**src/rtl/arb_pkg.sv**
```systemverilog
// Shared types and width helpers for the round-robin arbiter with BUSY watchdog.
package arb_pkg;

    typedef enum logic [2:0] {
        StIdle,
        StBusy,
        StWait,
        StFree,
        StTimeout
    } state_e;

    // Channel index width; a single bit is kept even for N<=2.
    function automatic int unsigned idw(input int unsigned n);
        return (n <= 2) ? 1 : $clog2(n);
    endfunction

    function automatic int unsigned cntw(input int unsigned t);
        return (t == 0) ? 1 : $clog2(t + 1);
    endfunction

endpackage

```
**src/rtl/rr_picker.sv**
```systemverilog
// Combinational round-robin pick: first set request at or after ptr, wrapping N-1 -> 0.
module rr_picker import arb_pkg::*; #(
    parameter int unsigned N   = 4,
    parameter int unsigned IDW = idw(N)
) (
    input  logic [N-1:0]   req,
    input  logic [IDW-1:0] ptr,
    output logic           found,
    output logic [IDW-1:0] idx
);

    localparam logic [IDW:0] NVAL = (IDW+1)'(N);

    logic [2*N-1:0] dbl;
    logic [N-1:0]   rot;
    logic [IDW-1:0] off;
    logic [IDW:0]   sum;
    logic [IDW:0]   wrapped;

    // Rotating through a doubled vector puts position ptr at bit 0.
    assign dbl   = {req, req} >> ptr;
    assign rot   = dbl[N-1:0];
    assign found = |req;

    always_comb begin
        off = '0;
        for (int i = N - 1; i >= 0; i--) begin
            if (rot[i]) begin
                off = IDW'(i);
            end
        end
    end

    assign sum     = {1'b0, ptr} + {1'b0, off};
    assign wrapped = sum - NVAL;
    assign idx     = (sum >= NVAL) ? wrapped[IDW-1:0] : sum[IDW-1:0];

endmodule

```
**src/rtl/arbiter_rr_tout.sv**
```systemverilog
// N-channel round-robin grant FSM with done/dly handshake and a BUSY watchdog.
module arbiter_rr_tout import arb_pkg::*; #(
    parameter int unsigned N           = 4,
    parameter int unsigned TOUT_CYCLES = 2,
    parameter int unsigned STICKY_TOUT = 1
) (
    input  logic               clk,
    input  logic               rst_n,
    input  logic [N-1:0]       req,
    input  logic               done,
    input  logic               dly,
    output logic [N-1:0]       gnt,
    output logic [idw(N)-1:0]  gnt_id,
    output logic               busy,
    output logic               tout,
    output logic [idw(N)-1:0]  tout_id
);

    localparam int unsigned     IDW    = idw(N);
    localparam int unsigned     CNTW   = cntw(TOUT_CYCLES);
    localparam logic [CNTW-1:0] TLAST  = (TOUT_CYCLES == 0) ? '0 : CNTW'(TOUT_CYCLES - 1);
    localparam logic [IDW-1:0]  LASTID = IDW'(N - 1);
    localparam logic [N-1:0]    ONE    = {{(N-1){1'b0}}, 1'b1};

    state_e          state_q, state_d;
    logic [IDW-1:0]  owner_q, owner_d;
    logic [IDW-1:0]  ptr_q, ptr_d;
    logic [CNTW-1:0] cnt_q, cnt_d;
    logic            found;
    logic [IDW-1:0]  pick;

    rr_picker #(
        .N   (N),
        .IDW (IDW)
    ) u_picker (
        .req   (req),
        .ptr   (ptr_q),
        .found (found),
        .idx   (pick)
    );

    always_comb begin
        state_d = state_q;
        owner_d = owner_q;
        ptr_d   = ptr_q;
        cnt_d   = cnt_q;
        case (state_q)
            StIdle: begin
                if (found) begin
                    owner_d = pick;
                    ptr_d   = (pick == LASTID) ? '0 : pick + 1'b1;
                    cnt_d   = '0;
                    state_d = StBusy;
                end
            end
            StBusy: begin
                // done wins over an expiring watchdog in the same cycle.
                if (done) begin
                    state_d = dly ? StWait : StFree;
                end else if (TOUT_CYCLES != 0) begin
                    if (cnt_q == TLAST) begin
                        state_d = StTimeout;
                    end else begin
                        cnt_d = cnt_q + 1'b1;
                    end
                end
            end
            StWait: begin
                if (!dly) begin
                    state_d = StFree;
                end
            end
            StFree: begin
                state_d = StIdle;
            end
            StTimeout: begin
                if (STICKY_TOUT == 0) begin
                    state_d = StFree;
                end
            end
            default: begin
                state_d = StIdle;
            end
        endcase
    end

    // Outputs are registered from the next-state values so they change with the state.
    always_ff @(posedge clk or negedge rst_n) begin
        if (!rst_n) begin
            state_q <= StIdle;
            owner_q <= '0;
            ptr_q   <= '0;
            cnt_q   <= '0;
            gnt     <= '0;
            gnt_id  <= '0;
            busy    <= 1'b0;
            tout    <= 1'b0;
            tout_id <= '0;
        end else begin
            state_q <= state_d;
            owner_q <= owner_d;
            ptr_q   <= ptr_d;
            cnt_q   <= cnt_d;
            gnt     <= (state_d == StBusy || state_d == StWait) ? (ONE << owner_d) : '0;
            gnt_id  <= owner_d;
            busy    <= (state_d != StIdle);
            tout    <= (state_d == StTimeout);
            tout_id <= (state_d == StTimeout) ? owner_d : '0;
        end
    end

endmodule

```
**config.mk**
```make
export PLATFORM = sky130hd
export DESIGN_NAME = arbiter_rr_tout
export DESIGN_NICKNAME = d
export VERILOG_FILES = /design/src/rtl/arb_pkg.sv /design/src/rtl/rr_picker.sv /design/src/rtl/arbiter_rr_tout.sv
export SDC_FILE = /design/constraint.sdc
export NUM_CORES = 1
export LEC_CHECK = 0
export ABC_AREA = 1
export CAP_MARGIN = 15
export CORE_UTILIZATION = 53
export DETAILED_ROUTE_END_ITERATION = 10
export PLACE_DENSITY = 0.82
export RECOVER_POWER = 50
export SLEW_MARGIN = 20
export SYNTH_ARGS = -nofsm -noshare
export SYNTH_HDL_FRONTEND = slang
export SYNTH_SLANG_ARGS = --single-unit
```
**constraint.sdc**
```tcl
create_clock -name clk -period 2.9 [get_ports clk]
set_input_delay 0.435 -clock clk [delete_from_list [all_inputs] [get_ports clk]]
set_output_delay 0.435 -clock clk [all_outputs]
set_load 0.03 [all_outputs]
```
==> metrics.txt, run 1 <==
worst skew pair latency=280 ps; Worst Min Path Start=cnt_q[1]; WHS=509 ps; slew of the pin with the lowest slew margin=725 ps; Synth Flop Type=dfrtp_1; critical path peak fanout=4; top cells by count, synth=nand2_1 (26), dfrtp_1 (17), inv_1 (16), nand3_1 (12), nor2_1 (10); reg-to-reg setup timing slack=950 ps; Crit Path Class=primary input to flop; post-synthesis sequential area ratio=46.7%; synthesis-to-layout area growth=22.0%; DRC viols=2; Crit Reg-Reg Startpoint=ptr_q[0]; final period utilization=69.5%; Final Max Slew Viols=0; Die ar.=0.00189 sq mm; Final Setup Violations=0; EDFF count, synth=0; # diodes=0; Ports=18; type of the worst min-delay path=flop to flop; synthesis-stage register bit count=17; total of max-cap violations=0; top-count cell post-synth=nand2_1; hold buffer count at cts=0; initial DRC count=20; nets=144; syn_nets=123; Post-synth ARST share=100%; Num CTS Buffers=3; mapped cell area=911 sq um; fin crit period=2020 ps; initial antenna violation count=0; failing checks=DRC; Netlist cell types=23; postcts setup bufs=0; Clock Tree Root=clkbuf_4; starting density of the core=58.4%; power density over the cells=1200 mW/mm^2; Yosys top cell by area=dfrtp_1; logic gate share of total power=61.1%; Area contributors post-synth=dfrtp_1 (47%), nand2_1 (11%), nand3_1 (6.6%), inv_1 (6.6%), nor2_1 (4.1%); DIE HEIGHT=43.5 microns; vias in the first global route=760; Clock Sinks=17; drt pass-1 iters=7; detailed placer's ending HPWL=1370 microns; die width=43.5 microns; Worst-path clk slew=100 ps; fmax=496 MHz; top cell type's share of synthesized area=46.7%; type of element capturing the critical path=flop; synthesized area per cell=8.06 sq um; clock tree buffer depth=2; r2r endpoint=tout_id[1]; Yosys warnings=0; largest net degree at the start of global routing=18; via count=765; TritonCTS clock tree=yes; RSZ-0062 raised after global routing=no; Hold Path Depth=2; worst reg-to-reg path cell count=13; via density per instance=5.13; startpoint types=primary input; FILL cells=127; H-tree depth=1; Hold EP=cnt_q[1]; Critical Path RT=3070 ps; leak pwr=0.577 nW; setup tns final=0 ps; status=finished, violations left; post-CTS sizing=0; Worst slew margin=51.5%; Pint=676 uW; ANT nets after route=0; WL/cell=11.2 microns; Clock Power Share=9.3%; Peak supply drop=680 uV; Mapped Cells=113; input/output buffers=17; Core Region=0.00156 sq mm; sw frac=49.2%; first-pass GRT wire length=2890 microns; total detailed-routing wirelength=1680 microns; Seq pwr share=29.7%; Worst Clk Skew=4.93 ps; Rows=14; Critical Path AT=2180 ps; GPL Wtd Cong=0.769; share of layout cells above drive strength 1=15.8%; net switching power=656 uW; total gr overflow=0; GRT Util Overall=20.9%; final hold violations=0
## logic make-up after synthesis
kind of cell    share of synthesized area (%)
simple gates                             31.9
buf+inv                                  9.89
flops                                    46.7
compound gates                           7.83
fa+ha+maj                                2.75
xor+xnor                                0.962
## power by group through the flow
stage          sequential, mW  clock, mW  combinational, mW
4_1_cts                 0.395      0.128              0.840
3_3_place_gp            0.396          0              0.796
6_report                0.395      0.123              0.813
2_1_floorplan           0.466          0              0.559
3_5_place_dp            0.400          0              0.837
5_1_grt                 0.404      0.136              0.915
## flip-flops by register name (all words and copies together) (netlist names)
| name | count |
|---|---|
| ptr_q | 2 |
| cnt_q | 2 |
| gnt | 4 |
| tout_id | 2 |
| owner_q | 2 |
| tout | 1 |
| busy | 1 |
| state_q | 3 |
## how the worst max path moves through the flow
stage / cells after the start / from / slack, ps / endpoint
after global placement: 13 / req[3] / 640 / tout_id[1]
final: 13 / req[3] / 880 / tout_id[1]
after floorplan: 13 / ptr_q[1] / 1150 / tout_id[1]
after detailed placement: 13 / req[2] / 560 / tout_id[1]
after CTS: 13 / req[2] / 870 / tout_id[1]
after global routing: 13 / req[2] / 690 / tout_id[1]
## per-stage QoR
step           cell area [sq um]  setup slack, ps  power [mW]  instances  utilization [%]
6_report                    1110              885        1.33        149             71.3
5_1_grt                     1110              694        1.45        149             71.3
4_1_cts                     1120              865        1.36        149             71.9
3_5_place_dp                1090              558        1.24        145             70.1
3_3_place_gp                1090              643        1.19        145             70.1
2_1_floorplan                911             1150        1.02        113                -
## area by class of cell
cell class	instances	area (sq um)	area share, %
inverter	21	82.6	7.43
multi-input combinational	74	385	34.7
sequential	17	425	38.3
clock inverter	1	5.00	0.450
timing repair buffer	17	170	15.3
tap	16	20.0	1.80
clock buffer	3	22.5	2.03
## critical path, cell delays in order
cell and delay (ps):
clkdlybuf4s50_1 510, nand2_1 80, nand3_1 100, nand2_1 80, nand3_1 70, a21boi_0 90, ha_1 200, xnor2_1 210
inv_1 80, nand2_2 110, nand3_2 100, nand2_2 100, nor2_1 40
## cell usage in the layout, fill, tap and decap left out, drive strengths merged
| master | netlist | routed |
|---|---|---|
| nand3b | 1 | 1 |
| dlygate4sd3 | 0 | 2 |
| dfrtp | 17 | 17 |
| nor2 | 15 | 15 |
| inv | 20 | 20 |
| clkdlybuf4s50 | 0 | 15 |
| clkinv | 1 | 2 |
| nand3 | 14 | 14 |
| a32oi | 1 | 1 |
| a21boi | 1 | 1 |
| xnor2 | 1 | 1 |
| a21oi | 3 | 3 |
| nand2 | 31 | 31 |
| clkbuf | 0 | 3 |
| o21ai | 5 | 5 |
| ha | 2 | 2 |
## layer usage
metal  GRT usage (%)  share of wire [%]  up-vias
met3            2.08                3.8        6
met4            13.1                2.1        0
met5               0                  0        -
met1            24.4                 43      347
li1                -                  -      390
met2            36.7                 51       22
No activity file was read; power rests on OpenSTA's default activity.
==> run 2: changes to the inputs <==
--- a/config.mk
+++ b/config.mk
@@ -7,9 +7,9 @@
 export LEC_CHECK = 0
 export ABC_AREA = 1
 export CAP_MARGIN = 15
-export CORE_UTILIZATION = 53
+export CORE_UTILIZATION = 45
 export DETAILED_ROUTE_END_ITERATION = 10
-export PLACE_DENSITY = 0.82
+export PLACE_DENSITY = 0.74
 export RECOVER_POWER = 50
 export SLEW_MARGIN = 20
 export SYNTH_ARGS = -nofsm -noshare
==> constraint.sdc (replaced) <==
create_clock -name clk -period 1.6 [get_ports clk]
set_input_delay 0.24 -clock clk [delete_from_list [all_inputs] [get_ports clk]]
set_output_delay 0.24 -clock clk [all_outputs]
set_load 0.03 [all_outputs]
==> metrics.txt, run 2 (same netlist as run 1, synthesis figures left out) <==
status=finished, violations left; failing checks=setup timing; total detailed-routing wirelength=2020 microns (+20%); Crit Path Class=flop to flop; commonest non-fill, non-tap cell in the layout=nand2_1; initial antenna violation count=0 (unchanged); Largest regs=gnt: 4 flops, state_q: 3 flops; total gr overflow=0 (unchanged); ANT nets after route=0 (unchanged); input/output buffers=17 (unchanged); CP max stage delay=480 ps (-30 ps); # diodes=0 (unchanged); Ports=18 (unchanged); critical path peak fanout=6 (+2); Worst Clk Skew=5.44 ps (+0.514 ps); leak pwr=0.667 nW (+16%); via density per instance=4.83 (-5.9%); logic gate share of total power=68.0% (+6.9 points); total of max-cap violations=0 (unchanged); Final Setup Violations=10 (+10); most frequent cells in the layout=nand2_1 (18), dfrtp_1 (15), inv_1 (14), clkdlybuf4s50_1 (14), buf_4 (13); DIE HEIGHT=47.0 microns (+8.1%); Num CTS Buffers=3 (unchanged); Worst-path clk slew=90 ps (about the same); type of the worst min-delay path=flop to flop; Largest register FFs=4 (unchanged); final period utilization=120%; DRC viols=0 (-2); Clock Sinks=17 (unchanged); via count=831 (+8.6%); GPL Wtd Cong=0.875 (+14%); Clock Power Share=7.2% (-2.1 points); share of layout cells above drive strength 1=37.4% (+22 points); setup ws final=-313 ps (-1200 ps); Crit path top cell by count=nand2_2; Seq pwr share=24.8% (-4.9 points); starting density of the core=50.6% (-7.9 points); Critical Path RT=1760 ps (-1310 ps); Crit-path slowest cell=dfrtp_2; Largest Register=gnt; largest net degree at the start of global routing=18 (unchanged); Die ar.=0.00221 sq mm (+17%); Pint=1.58 mW (+130%); Clock Tree Root=clkbuf_4; first-pass GRT wire length=3000 microns (+3.8%); Top delay family on crit path=simple AND/OR/NAND/NOR gates; FILL cells=139 (+9.4%); Peak supply drop=1370 uV (+100%); RSZ-0062 raised after global routing=yes; total chip power=3.02 mW (+130%); TritonCTS clock tree=yes; sw frac=47.7% (-1.5 points); vias in the first global route=783 (+3.0%); WL/cell=11.7 microns (+4.3%); slew of the pin with the lowest slew margin=872 ps (+147 ps); fmax=523 MHz; CP bufs+invs=2 (unchanged); nets=158 (+9.7%); final hold violations=0 (unchanged); fin crit period=1910 ps; detailed placer's ending HPWL=1390 microns (+1.5%); Core Region=0.00180 sq mm (+16%); Critical Path AT=2080 ps (-100 ps); power density over the cells=2270 mW/mm^2 (+90%); Final Max Slew Viols=0 (unchanged); GRT Util Overall=19.7% (-1.2 points); net switching power=1.44 mW (+120%); initial DRC count=20 (unchanged); Rows=15 (+1); die width=47.0 microns (+8.1%); worst skew pair latency=280 ps (about the same); dpl ws=-448 ps (-1010 ps); Worst slew margin=41.9% (-9.7 points); clock tree buffer depth=2 (unchanged); drt pass-1 iters=4 (-3); type of element capturing the critical path=flop; startpoint types=flop; H-tree depth=1 (unchanged); synthesis-to-layout area growth=45.6%; worst path cell trace=inv_4 > nand2_2 > nand3_2 > nand2_1 > a21boi_1 > ha_2 > xnor2_2 > inv_1 > nand2_2 > nand3_4 > nand2_4 > nor2_1
## run 2: changes by cell type in the layout (fill, tap and decap cells not counted), moves of 5 or more
cell	previous run	this run
nand3_1	12	6
nand2_1	27	18
nand2_2	4	12
nand3_2	2	7
buf_4	0	13
## run 2: per-layer routing
metal	global-route usage [%]	up-vias	part of all wire (%)
met3	5.77	6	4.3
met5	0	-	0
met2	36.4	24	54
li1	-	422	-
met4	8.57	0	2.3
met1	20.5	379	40
## run 2: power groups by stage
stage          clock network, mW  registers, mW  logic [mW]
2_1_floorplan                  0          0.847        1.06
3_3_place_gp                   0          0.720        1.67
3_5_place_dp                   0          0.730        1.72
4_1_cts                    0.229          0.725        1.84
5_1_grt                    0.256          0.764        2.25
6_report                   0.216          0.748        2.05
## run 2: repair_timing
item                                    in CTS  in global routing
setup buffers                                3                  2
gates cloned                                 0                  0
gates resized for setup                      9                 15
hold buffers                                 0                  0
pin swaps                                    6                  8
hold endpoints to repair                     0                  0
endpoints found under the setup margin      11                 11
## run 2: layout make-up
cell class,instances,area (sq um),share of cell area [%]
Sequential cell,17,428,32.3
Timing Repair Buffer,31,273,20.6
Multi-Input combinational cell,74,480,36.2
Clock buffer,4,26.3,1.98
Tap cell,25,31.3,2.36
Inverter,21,87.6,6.60
## run 2: final timing paths
path,start,end,slack [ps],cells past startpoint
worst max-delay path,ptr_q[0],tout_id[1],-310,12
max in group asynchronous,rst_n,ptr_q[0],440,2
min in group asynchronous,rst_n,owner_q[1],570,2
worst max register to register,ptr_q[0],tout_id[1],-310,12
worst min-delay path,cnt_q[1],cnt_q[1],500,2
worst min register to register,cnt_q[1],cnt_q[1],500,2
## run 2: worst register-to-register path, cell delays in order, from the launching register on
cell      delay (ps)
dfrtp_2          480
inv_4            110
nand2_2           80
nand3_2           70
nand2_1           90
a21boi_1         200
ha_2             220
xnor2_2          120
inv_1             70
nand2_2          110
nand3_4          100
nand2_4           90
nor2_1            40
## run 2: per-stage QoR
stage,cells,hold slack [ps],area [sq um],utilization (%),TNS [ps]
6_report,172,498,1330,73.6,-2330
5_1_grt,172,518,1330,73.6,-3370
4_1_cts,170,265,1260,70.1,-1640
3_5_place_dp,163,480,1180,65.8,-3720
3_3_place_gp,163,471,1180,65.8,-3300
2_1_floorplan,113,-55.6,927,-,-347
==> variant (config.mk and constraints of run 2) <==
Encoding of `state_e`: now one-hot (5 bits for 5 states).
--- a/src/rtl/arb_pkg.sv
+++ b/src/rtl/arb_pkg.sv
@@ -3,8 +3,8 @@
 
-    typedef enum logic [2:0] {
-        StIdle,
-        StBusy,
-        StWait,
-        StFree,
-        StTimeout
+    typedef enum logic [4:0] {
+        StIdle    = 5'b00001,
+        StBusy    = 5'b00010,
+        StWait    = 5'b00100,
+        StFree    = 5'b01000,
+        StTimeout = 5'b10000
     } state_e;
Check against the original RTL: no difference found for any inputs over 10 cycles, from zero or initial values and one cycle with rst_n low; not proved beyond that.
==> variant against run 2 <==
The flow still finishes with violations (setup timing); non-clock buffer count rose by 7; wire length rose by 17%; total power rose by 12%; die area rose by 9.5%; area after synthesis rose by 9.9%; worst setup slack improved by 0.059 ns; design area rose by 13%; hold slack improved by 0.045 ns; sequential cell count rose by 2; critical endpoint is now gnt[3]; maximum frequency rose by 3.2%.
==> variant: results (changes against run 2) <==
The logs give 3 (-1) for the count of clock-net buffers in the final layout and 0.000868 ns (-0.00457 ns) for the largest clock skew in the final design. The number of register bits inferred by synthesis is 19 (+2), and the row count is 16 (+1). Synthesized netlist net count: 122 (-0.81%). The tools report the number of buffers inserted by post-CTS setup repair as 2 (-1).

The met3 routing resource usage after global routing was 4.98% (-0.78 points). The sequential cell area fraction in the yosys report is 47.6% (+0.92 points). The cell area power density was 2250 nW/um^2 (-1.3%); the count of inverters not on the clock network in the layout was 16 (-24%). The final reports fail on setup timing. The logs give 0.739 nW (+11%) for the total leakage power and -0.590 ns (-0.142 ns) for the post-placement worst setup slack. The share of final layout cell area taken by clock buffers and inverters is 1.83% (-0.15 points), and the least setup slack across all paths after layout is -0.254 ns (+0.0593 ns).

The slew at the pin closest to its max-slew limit is 1.03 ns (+0.163 ns), and the average routed wire per standard cell is 13.0 um (+11%). The total of plain and repair buffers excluding clock buffers works out to 38 (+23%). The multi-input gate share of the layout cell area was 37.6% (+1.4 points).

By count the netlist is led by sky130_fd_sc_hd__dfrtp_1, sky130_fd_sc_hd__nand2_1, sky130_fd_sc_hd__nand3_1. The total of endpoints with negative setup slack in the final report is 10 (unchanged). The flow ran to the end, but the final reports show violations. The tools report the data arrival time at the worst-slack endpoint as 2.05 ns (-0.03 ns). The via count of the first global-routing pass is 906 (+16%). The tools report the global placer's final weighted congestion as 0.733 (-16%). The placed standard-cell area is 1330 sq um (+13%). The logs give 4 (-80%) for the first-iteration detailed-routing DRC count and 22.9% (+2.4 points) for the fraction of met1 tracks used by global routing.

The number of filler cells placed in the layout is 140 (+0.72%). The detailed-placement wirelength estimate is 1680 um (+20%), and the register fraction of the total cell area is 31.9% (-0.40 points). The global-route usage over all layers is 20.2% (+0.53 points), and the later-pin clock latency in the skew report is 0.30 ns (+0.02 ns).
-- variant: worst max-delay path: cells and delay by family (launching register included) --
kind	cells	cell delay [ns]
adders and majority gates	1	0.18
xor gates and xnor gates	1	0.17
and+or+nand+nor	9	0.77
DFF	1	0.48
AOI/OAI and AO/OA	1	0.16
-- variant: report_power, final --
part           switching (W)  total, W  internal (W)
logic                0.00129   0.00238       0.00109
clock network       0.000146  0.000239     0.0000932
registers           0.000113  0.000758      0.000645
-- variant: final timing paths --
kind	slack, ns	depth (start not counted)	end	start
max	-0.25	12	gnt[3]	ptr_q[0]
min	0.54	1	cnt_q[0]	cnt_q[0]
max reg2reg	-0.25	12	gnt[3]	ptr_q[0]
min reg2reg	0.54	1	cnt_q[0]	cnt_q[0]
max in group asynchronous	0.29	2	ptr_q[0]	rst_n
min in group asynchronous	0.63	2	busy	rst_n
-- variant: routing by layer --
metal  vias up  wire [um]
met2        16       1340
met5         -          0
met1       436        926
met3         2         80
li1        449          -
met4         0          8
